`src/rtl/updi_prog_sequencer.sv`:
```
// UPDI programming sequencer: break, unlock, erase, then write/verify
// every ROM block with per-step retry and response timeout.
module updi_prog_sequencer #(
  parameter int ADDR_BITS   = 16,
  parameter int MAX_RETRIES = 3,
  parameter int TIMEOUT_CLK = 65536,
  parameter int CHECK_DEVID = 1
) (
  input  logic                 clk,
  input  logic                 rst,
  input  logic                 start,
  input  logic                 abort,
  input  logic                 verify_en,
  input  logic [7:0]           dev_id_expected,
  output logic                 busy,
  output logic                 done,
  output logic                 error,
  output logic [2:0]           err_code,
  output logic                 brk_start,
  input  logic                 brk_busy,
  output logic                 cmd_valid,
  input  logic                 cmd_ready,
  output logic [2:0]           cmd_op,
  output logic [ADDR_BITS-1:0] cmd_addr,
  input  logic                 rsp_valid,
  input  logic                 rsp_ok,
  input  logic [7:0]           rsp_data,
  output logic                 rom_rewind,
  output logic                 rom_next,
  input  logic                 rom_valid,
  input  logic [ADDR_BITS-1:0] rom_addr,
  input  logic                 rom_last
);

  localparam int TW = $clog2(TIMEOUT_CLK + 1);
  localparam logic [TW-1:0] TLIM = TW'(TIMEOUT_CLK - 1);
  localparam logic [3:0] RMAX = 4'(MAX_RETRIES);

  typedef enum logic [3:0] {
    S_IDLE, S_BREAK, S_STATUS, S_ERASE,
    S_NVMPROG, S_RSTCHIP, S_DEVID, S_PROG_REQ,
    S_PROG_CMD, S_VER_REQ, S_VER_CMD, S_FAIL
  } state_t;

  state_t st, st_n;
  logic pend, pend_n;
  logic [TW-1:0] tcnt, tcnt_n;
  logic [3:0] retry, retry_n;
  logic brk_seen, brk_seen_n;
  logic reqd, reqd_n;
  logic [ADDR_BITS-1:0] la, la_n;
  logic ll, ll_n;
  logic ver_q, ver_n;
  logic [7:0] id_q, id_n;
  logic [2:0] ec, ec_n;
  logic done_q, done_n;
  logic brk_q, brk_n;
  logic rew_q, rew_n;

  logic cmd_st, req_st, ok_hit, nack, tmo;

  always_comb begin
    cmd_st = (st == S_STATUS) || (st == S_ERASE)
          || (st == S_NVMPROG) || (st == S_RSTCHIP)
          || (st == S_DEVID) || (st == S_PROG_CMD)
          || (st == S_VER_CMD);
    req_st = (st == S_PROG_REQ) || (st == S_VER_REQ);
    ok_hit = pend && rsp_valid && rsp_ok;
    nack   = pend && rsp_valid && !rsp_ok;
    tmo    = pend && !rsp_valid && (tcnt == TLIM);
  end

  always_comb begin
    cmd_op = 3'd0;
    unique case (1'b1)
      st == S_ERASE:    cmd_op = 3'd1;
      st == S_NVMPROG:  cmd_op = 3'd2;
      st == S_RSTCHIP:  cmd_op = 3'd3;
      st == S_DEVID:    cmd_op = 3'd4;
      st == S_PROG_CMD: cmd_op = 3'd5;
      st == S_VER_CMD:  cmd_op = 3'd6;
      default:          cmd_op = 3'd0;
    endcase
  end

  assign busy       = (st != S_IDLE) && (st != S_FAIL);
  assign error      = (st == S_FAIL);
  assign done       = done_q;
  assign err_code   = ec;
  assign brk_start  = brk_q;
  assign rom_rewind = rew_q;
  assign rom_next   = req_st && !reqd && !rew_q;
  assign cmd_valid  = cmd_st && !pend;
  assign cmd_addr   = (st == S_PROG_CMD || st == S_VER_CMD)
                    ? la : '0;

  always_comb begin
    st_n       = st;
    pend_n     = pend;
    tcnt_n     = tcnt;
    retry_n    = retry;
    brk_seen_n = brk_seen;
    reqd_n     = reqd;
    la_n       = la;
    ll_n       = ll;
    ver_n      = ver_q;
    id_n       = id_q;
    ec_n       = ec;
    done_n     = 1'b0;
    brk_n      = 1'b0;
    rew_n      = 1'b0;

    // shared issue / wait / retry handling for all command steps
    if (cmd_st) begin
      if (!pend) begin
        if (cmd_ready) begin
          pend_n = 1'b1;
          tcnt_n = '0;
        end
      end else if (nack || tmo) begin
        pend_n = 1'b0;
        tcnt_n = '0;
        if (retry < RMAX) begin
          retry_n = retry + 4'd1;
        end else begin
          st_n = S_FAIL;
          ec_n = nack ? 3'd2 : 3'd1;
        end
      end else if (!rsp_valid) begin
        tcnt_n = tcnt + TW'(1);
      end
    end

    if (ok_hit) begin
      pend_n  = 1'b0;
      tcnt_n  = '0;
      retry_n = '0;
    end

    case (st)
      S_IDLE: begin
        if (start && !abort) begin
          st_n       = S_BREAK;
          brk_n      = 1'b1;
          ec_n       = 3'd0;
          ver_n      = verify_en;
          id_n       = dev_id_expected;
          brk_seen_n = 1'b0;
          pend_n     = 1'b0;
          retry_n    = '0;
          tcnt_n     = '0;
          reqd_n     = 1'b0;
        end
      end
      S_BREAK: begin
        if (brk_busy) brk_seen_n = 1'b1;
        else if (brk_seen) st_n = S_STATUS;
      end
      S_STATUS:  if (ok_hit) st_n = S_ERASE;
      S_ERASE:   if (ok_hit) st_n = S_NVMPROG;
      S_NVMPROG: if (ok_hit) st_n = S_RSTCHIP;
      S_RSTCHIP: if (ok_hit) st_n = S_DEVID;
      S_DEVID: begin
        if (ok_hit) begin
          if (CHECK_DEVID != 0 && rsp_data != id_q) begin
            st_n = S_FAIL;
            ec_n = 3'd3;
          end else begin
            st_n = S_PROG_REQ;
          end
        end
      end
      S_PROG_REQ, S_VER_REQ: begin
        if (!reqd) begin
          if (!rew_q) reqd_n = 1'b1;
        end else if (rom_valid) begin
          la_n   = rom_addr;
          ll_n   = rom_last;
          reqd_n = 1'b0;
          st_n   = (st == S_PROG_REQ) ? S_PROG_CMD : S_VER_CMD;
        end
      end
      S_PROG_CMD: begin
        if (ok_hit) begin
          if (!ll) begin
            st_n = S_PROG_REQ;
          end else if (ver_q) begin
            st_n  = S_VER_REQ;
            rew_n = 1'b1;
          end else begin
            st_n   = S_IDLE;
            done_n = 1'b1;
          end
        end
      end
      S_VER_CMD: begin
        if (ok_hit) begin
          if (ll) begin
            st_n   = S_IDLE;
            done_n = 1'b1;
          end else begin
            st_n = S_VER_REQ;
          end
        end
      end
      S_FAIL: begin
        st_n    = S_IDLE;
        pend_n  = 1'b0;
        retry_n = '0;
        tcnt_n  = '0;
        reqd_n  = 1'b0;
      end
      default: st_n = S_IDLE;
    endcase

    // abort pre-empts everything, including a pending handshake
    if (abort && st != S_IDLE && st != S_FAIL) begin
      st_n   = S_FAIL;
      ec_n   = 3'd4;
      pend_n = 1'b0;
      done_n = 1'b0;
      rew_n  = 1'b0;
      brk_n  = 1'b0;
    end
  end

  always_ff @(posedge clk) begin
    if (rst) begin
      st       <= S_IDLE;
      pend     <= 1'b0;
      tcnt     <= '0;
      retry    <= '0;
      brk_seen <= 1'b0;
      reqd     <= 1'b0;
      la       <= '0;
      ll       <= 1'b0;
      ver_q    <= 1'b0;
      id_q     <= '0;
      ec       <= '0;
      done_q   <= 1'b0;
      brk_q    <= 1'b0;
      rew_q    <= 1'b0;
    end else begin
      st       <= st_n;
      pend     <= pend_n;
      tcnt     <= tcnt_n;
      retry    <= retry_n;
      brk_seen <= brk_seen_n;
      reqd     <= reqd_n;
      la       <= la_n;
      ll       <= ll_n;
      ver_q    <= ver_n;
      id_q     <= id_n;
      ec       <= ec_n;
      done_q   <= done_n;
      brk_q    <= brk_n;
      rew_q    <= rew_n;
    end
  end

endmodule

```
`config.mk`:
```
export PLATFORM = sky130hd
export DESIGN_NAME = updi_prog_sequencer
export DESIGN_NICKNAME = d
export VERILOG_FILES = /design/src/rtl/updi_prog_sequencer.sv
export SDC_FILE = /design/constraint.sdc
export NUM_CORES = 1
export LEC_CHECK = 0
export ABC_CLOCK_PERIOD_IN_PS = 7100
export BUFFER_PORTS_ARGS = -buffer_cell sky130_fd_sc_hd__buf_2
export CAP_MARGIN = 20
export CORE_MARGIN = 2
export CORE_UTILIZATION = 45
export DETAILED_ROUTE_END_ITERATION = 8
export PLACE_DENSITY_LB_ADDON = 0.1
export SYNTH_ARGS = -nofsm -noshare
export SYNTH_HDL_FRONTEND = slang
export SYNTH_SLANG_ARGS = --single-unit
```
`constraint.sdc`:
```
create_clock -name clk -period 7.1 [get_ports clk]
set_clock_uncertainty 0.15 [all_clocks]
set_input_delay 1.42 -clock clk [delete_from_list [all_inputs] [get_ports clk]]
set_output_delay 1.42 -clock clk [all_outputs]
set_load 0.005 [all_outputs]
```
==> impl_metrics.py, run 1 <==
metrics = {
    "detailed_routing": {
        "viasPerCell": 5.468,
        "wl_per_cell_um": 14.23,
        "firstDrtPassIters": 5,
        "drc_errors": 0,
        "via_count": 3248,
        "ant_nets": 0,
        "routed_wl_um": 8454,
        "drt_iter0_drc": 198,
    },
    "floorplanning": {
        "rows": 31,
        "start_util": 0.4595,
        "dieWidth_um": 89.37,
        "io_pins": 72,
        "die_area_um2": 7986,
        "die_h_um": 89.37,
        "core-area_um2": 7137,
    },
    "min_path": {
        "min_path_type": "reg -> reg",
    },
    "power_and_ir_drop": {
        "p_total_mw": 0.9439,
        "ir_worst_vdd_mv": 0.1174,
        "p_leak_nw": 1.472,
        "power_per_cell_area_nw_per_um2": 245.8,
    },
    "sta": {
        "max_slew_margin": 0.3821,
        "worst_slew_pin_slew_ns": 0.9229,
        "post-route-min-period_ns": 3.915,
        "fin_ws_ns": 3.185,
        "finalSetupTns_ns": 0,
        "setup_viol": 0,
        "fmax_mhz": 255.5,
        "hold_viol": 0,
        "rsz0062_at_grt": "false",
        "maxSlewViolCount": 0,
        "post-route-period-util": 0.5514,
        "holdWs_ns": 0.3020,
    },
    "synth": {
        "synthCells": 434,
        "yosysTopAreaCell": "dfxtp_1",
        "synth_edf_count": 0,
        "syn_nets": 480,
        "synth.top_cell.area_share": 0.3663,
        "synth_top_family_by_area": "simple AND/OR/NAND/NOR gates",
        "synth-adder-area-share": 0.01145,
        "netlist_area_um2": 3279,
        "synth_ff_type": "dfxtp_1",
        "netlist_top_cells_area": "dfxtp_1 37%, nand2_1 8.9%, a21oi_1 7.6%",
        "yosysSeqAreaShare": 0.3663,
        "synth.area.mux_share": 0.01221,
        "synth.distinct_cells": 61,
        "avgSynthCellArea_um2": 7.556,
        "yosysMostFrequentCell": "nand2_1",
        "yosys_warnings": 0,
        "synth_compound_area_frac": 0.2152,
        "netlist_top_cells_count": "78 x nand2_1, 60 x dfxtp_1, 50 x a21oi_1, 35 x nor2_1, 20 x and2_1",
        "ys_ff_latch": 60,
        "synthArstFlopShare": 0,
        "synth_xor_area_frac": 0.02671,
        "synth_simple_gate_area_frac": 0.3201,
    },
    "clock_network": {
        "h-tree-depth": 3,
        "cts_tree": "built",
        "cts_hold_buf": 0,
        "cts_setup_buffers": 0,
        "clkLatencyLatePin_ns": 0.33,
        "cts_resized": 0,
        "clkTransAtPathRegs_ns": 0.08,
        "clock-root-buffer": "clkbuf_8",
        "cts.path.max_buffers": 2,
        "cts_sinks": 60,
        "numCtsBuffers": 9,
    },
    "cells_and_area": {
        "final_cells": 594,
        "drive_gt1_frac": 0.1960,
        "area_growth_pct": 17.09,
        "fin_nets": 536,
        "n_antenna_cell": 0,
    },
    "setup_path": {
        "worstSetupPathType": "reg -> out",
        "crit_fanout": 23,
        "critPathLaunchType": "flip-flop",
        "worstPathRequired_ns": 5.53,
        "worstPathArrival_ns": 2.34,
        "crit_path_end_kind": "output pin",
    },
    "global_route": {
        "overflow": 0,
        "antenna_found_initial": 0,
        "grt_pass1_vias": 2899,
        "grt_max_degree": 38,
        "grt_use_total": 0.2254,
        "grt_pass1_wl_um": 14120,
    },
    "flow_run": {
        "cap_violations": 0,
    },
    "placement": {
        "gp_congestion": 0.8142,
        "hpwl_um": 5919,
        "dp_slack_ns": 3.553,
        "portBuffers": 71,
        "placed_cells": 578,
    },
    "run_status": {
        "status": "complete, no violations",
    },
}
==> logic make-up (layout without fill, tap and decap cells) <==
family                   after synthesis  in the layout
XOR/XNOR                              10             10
AO/OA/AOI/OAI                        115            115
buffers and inverters                 35             96
AND/OR/NAND/NOR                      207            207
multiplexers                           4              4
adder cells (fa/ha/maj)                3              3
flip-flops                            60             60
==> metrics by stage <==
stage / area (µm²) / utilization
3_5_place_dp: 3642 / 0.5103
6_report: 3840 / 0.5380
3_3_place_gp: 3631 / 0.5088
4_1_cts: 3840 / 0.5380
2_1_floorplan: 3279 / -
5_1_grt: 3840 / 0.5380
==> critical path: stages (launching register included) <==
cell     delay [ns]
dfxtp_1        0.79
nor3b_2        0.87
and2_1         0.24
buf_2          0.11
==> final timing paths <==
path                       end  slack (ns)  startpoint  depth (start not counted)
setup reg to reg         st[2]        4.13       st[3]                          5
hold reg to reg          la[6]        0.30       la[6]                          2
hold / removal           la[6]        0.30       la[6]                          2
setup / recovery  cmd_addr[13]        3.19       st[3]                          3
==> placed cells by master (no fill, tap or decap), types with 3 or more instances in the layout <==
master    count
clkbuf_8      9
a211oi_1      5
o21ai_0      18
dfxtp_1      60
nor2_1       35
a21oi_1      50
inv_1         8
and2_1       20
a311oi_1      3
and3_1        6
nand2b_1      5
o211ai_1      4
ha_1          3
mux2i_1       4
nor4_1        6
nor2b_1      10
nand3_1       8
nand4_1       5
buf_2        71
xnor2_1       9
nor3_1       13
o32ai_1       3
a31oi_1      11
nand2_1      78
==> registers in the layout, indices dropped and copies added (netlist names), 3 cells and up <==
signal    flops
err_code      3
st            4
la           16
retry         4
id_q          8
tcnt         17
==> area by class of cell <==
cell class | instances | area (µm²)
fill | 748 | 3297
sequential | 60 | 1201
clock buffer | 9 | 123.9
multi-input combinational | 339 | 1921
timing repair buffer | 72 | 366.6
tap | 99 | 123.9
clock inverter | 7 | 73.82
inverter | 8 | 30.03
==> metal layers <==
metal	vias up	wire length, µm	share of wire	GRT usage
li1	1658	-	-	-
met1	1471	4132	0.49	0.3172
met2	105	3643	0.43	0.3327
met3	14	542	0.064	0.05171
met4	0	135	0.016	0.08955
met5	-	0	0	0
==> report_power, final <==
| group | internal, mW | switching (mW) | total (mW) |
|---|---|---|---|
| clock | 0.164 | 0.146 | 0.310 |
| combinational | 0.0902 | 0.147 | 0.237 |
| sequential | 0.353 | 0.0436 | 0.397 |
(Power assumes the default switching activity.)
==> run 2: changes to the inputs <==
--- a/config.mk
+++ b/config.mk
@@ -5,7 +5,7 @@
 export SDC_FILE = /design/constraint.sdc
 export NUM_CORES = 1
 export LEC_CHECK = 0
-export ABC_CLOCK_PERIOD_IN_PS = 7100
+export ABC_CLOCK_PERIOD_IN_PS = 3450
 export BUFFER_PORTS_ARGS = -buffer_cell sky130_fd_sc_hd__buf_2
 export CAP_MARGIN = 20
 export CORE_MARGIN = 2
==> constraint.sdc (replaced) <==
create_clock -name clk -period 3.45 [get_ports clk]
set_clock_uncertainty 0.15 [all_clocks]
set_input_delay 0.69 -clock clk [delete_from_list [all_inputs] [get_ports clk]]
set_output_delay 0.69 -clock clk [all_outputs]
set_load 0.005 [all_outputs]
==> impl_metrics.py, run 2 (synthesis gave the netlist of run 1 again) <==
metrics = {
    "cells_and_area": {
        "fill_cells": 728,
        "seqCellArea_um2": 1201,
        "fin_nets": 542,
        "area_growth_pct": 17.70,
        "reg_top3": "tcnt: 17 flops, la: 16 flops, id_q: 8 flops",
        "drive_gt1_frac": 0.2040,
        "final_common_cell": "nand2_1",
        "mostFrequentLayoutCells": "78 x nand2_1, 71 x buf_2, 60 x dfxtp_1",
        "final_area_um2": 3860,
        "largest_reg_flops": 17,
        "multiInputGateArea_um2": 1921,
        "top_register": "tcnt",
        "n_antenna_cell": 0,
    },
    "global_route": {
        "grt_use_total": 0.2252,
        "grt_pass1_vias": 2968,
        "grt_pass1_wl_um": 14060,
        "antenna_found_initial": 0,
        "overflow": 0,
        "grt_max_degree": 31,
    },
    "clock_network": {
        "clkLatencyLatePin_ns": 0.34,
        "numCtsBuffers": 9,
        "clkTransAtPathRegs_ns": 0.07,
        "cts_setup_buffers": 0,
        "cts_tree": "built",
        "cts_sinks": 60,
        "cts_resized": 0,
        "h-tree-depth": 3,
        "cts_hold_buf": 0,
        "cts.path.max_buffers": 2,
        "clock-root-buffer": "clkbuf_8",
    },
    "setup_path": {
        "r2r-start": "tcnt[6]",
        "reg2reg_slack_ns": 0.81,
        "worstSetupPathType": "reg -> out",
        "critPathLaunchType": "flip-flop",
        "crit_path_end_kind": "output pin",
        "crit_fanout": 23,
        "cp_cell_sequence": "nor3_1 > a211o_1 > nor2_1 > buf_2",
        "worstPathArrival_ns": 2.18,
        "reg2reg_to": "tcnt[8]",
        "r2r_cells": 9,
        "critPathSlowestCell": "nor3_1",
        "worstPathRequired_ns": 2.61,
        "max_stage_delay_ns": 0.64,
    },
    "sta": {
        "post-route-period-util": 0.8752,
        "worst_slew_pin_slew_ns": 0.8095,
        "max_slew_margin": 0.4596,
        "finalSetupTns_ns": 0,
        "fmax_mhz": 331.2,
        "rsz0062_at_grt": "false",
        "setup_viol": 0,
        "hold_viol": 0,
        "post-route-min-period_ns": 3.019,
        "maxSlewViolCount": 0,
    },
    "floorplanning": {
        "dieWidth_um": 89.37,
        "io_pins": 72,
        "die_area_um2": 7986,
        "core-area_um2": 7137,
        "rows": 31,
        "start_util": 0.4595,
        "die_h_um": 89.37,
    },
    "detailed_routing": {
        "drc_errors": 0,
        "routed_wl_um": 8524,
        "via_count": 3327,
        "viasPerCell": 5.554,
        "wl_per_cell_um": 14.23,
        "drt_iter0_drc": 302,
        "ant_nets": 0,
        "firstDrtPassIters": 5,
    },
    "min_path": {
        "min_path_type": "reg -> reg",
        "holdPathStages": 2,
        "hold_end": "la[6]",
        "min-delay-start": "la[6]",
    },
    "placement": {
        "gp_congestion": 0.9150,
        "hpwl_um": 6020,
        "portBuffers": 71,
        "post_dp_cell_area_um2": 3684,
    },
    "power_and_ir_drop": {
        "p_total_mw": 1.904,
        "power_per_cell_area_nw_per_um2": 493.3,
        "p_leak_nw": 1.490,
        "ir_worst_vdd_mv": 0.2280,
    },
    "run_status": {
        "status": "complete, no violations",
    },
    "flow_run": {
        "cap_violations": 0,
    },
}
run 2: cell types whose count changed in the layout (fill, tap and decap cells not counted), sizes merged:
| cell | previous run | this run |
|---|---|---|
| clkinv | 3 | 2 |
| inv | 10 | 8 |
| bufinv | 1 | 0 |
| clkinvlp | 1 | 2 |
| clkbuf | 9 | 11 |
| buf | 72 | 78 |
run 2: worst max-delay path by stage:
stage | from | to | slack [ns] | depth (start not counted)
after floorplan | rsp_valid | tcnt[15] | 1.08 | 6
after global placement | st[0] | cmd_valid | 0.84 | 4
after detailed placement | st[1] | cmd_valid | 0.80 | 4
after CTS | st[1] | cmd_valid | 0.43 | 4
after global routing | st[1] | cmd_valid | 0.27 | 4
final | st[1] | cmd_valid | 0.43 | 4
run 2: layout make-up:
class	count	share of cell area
multi-input cells	339	0.4976
well taps	99	0.03209
flip-flops and latches	60	0.3112
clock buffers	11	0.03922
repair buffers	78	0.1057
inverters	8	0.007780
clock inverters	4	0.006483
run 2: per-stage QoR:
step / util / worst slack [ns] / hold slack, ns / instances
2_1_floorplan: - / 1.077 / 0.2727 / 434
3_3_place_gp: 0.5161 / 0.8425 / 0.2865 / 584
3_5_place_dp: 0.5161 / 0.8021 / 0.2924 / 584
4_1_cts: 0.5408 / 0.4262 / 0.3024 / 599
5_1_grt: 0.5408 / 0.2679 / 0.3200 / 599
6_report: 0.5408 / 0.4307 / 0.3025 / 599
run 2: per-layer routing:
layer | global-route usage | wire length [µm] | vias up
li1 | - | - | 1669
met1 | 0.3099 | 4122 | 1513
met2 | 0.3232 | 3542 | 124
met3 | 0.07018 | 665 | 21
met4 | 0.09769 | 193 | 0
met5 | 0 | 0 | -
run 2: critical path, delay by kind of cell (launching register included):
kind | cells | cell delay [ns]
and+or+nand+nor | 2 | 0.71
DFF | 1 | 0.54
buffers and inverters | 1 | 0.14
AOI/OAI and AO/OA | 1 | 0.46
run 2: power breakdown:
group          internal (mW)  switching [mW]
Clock                  0.293           0.277
Sequential             0.727          0.0839
Combinational          0.204           0.320
Total                   1.22           0.680
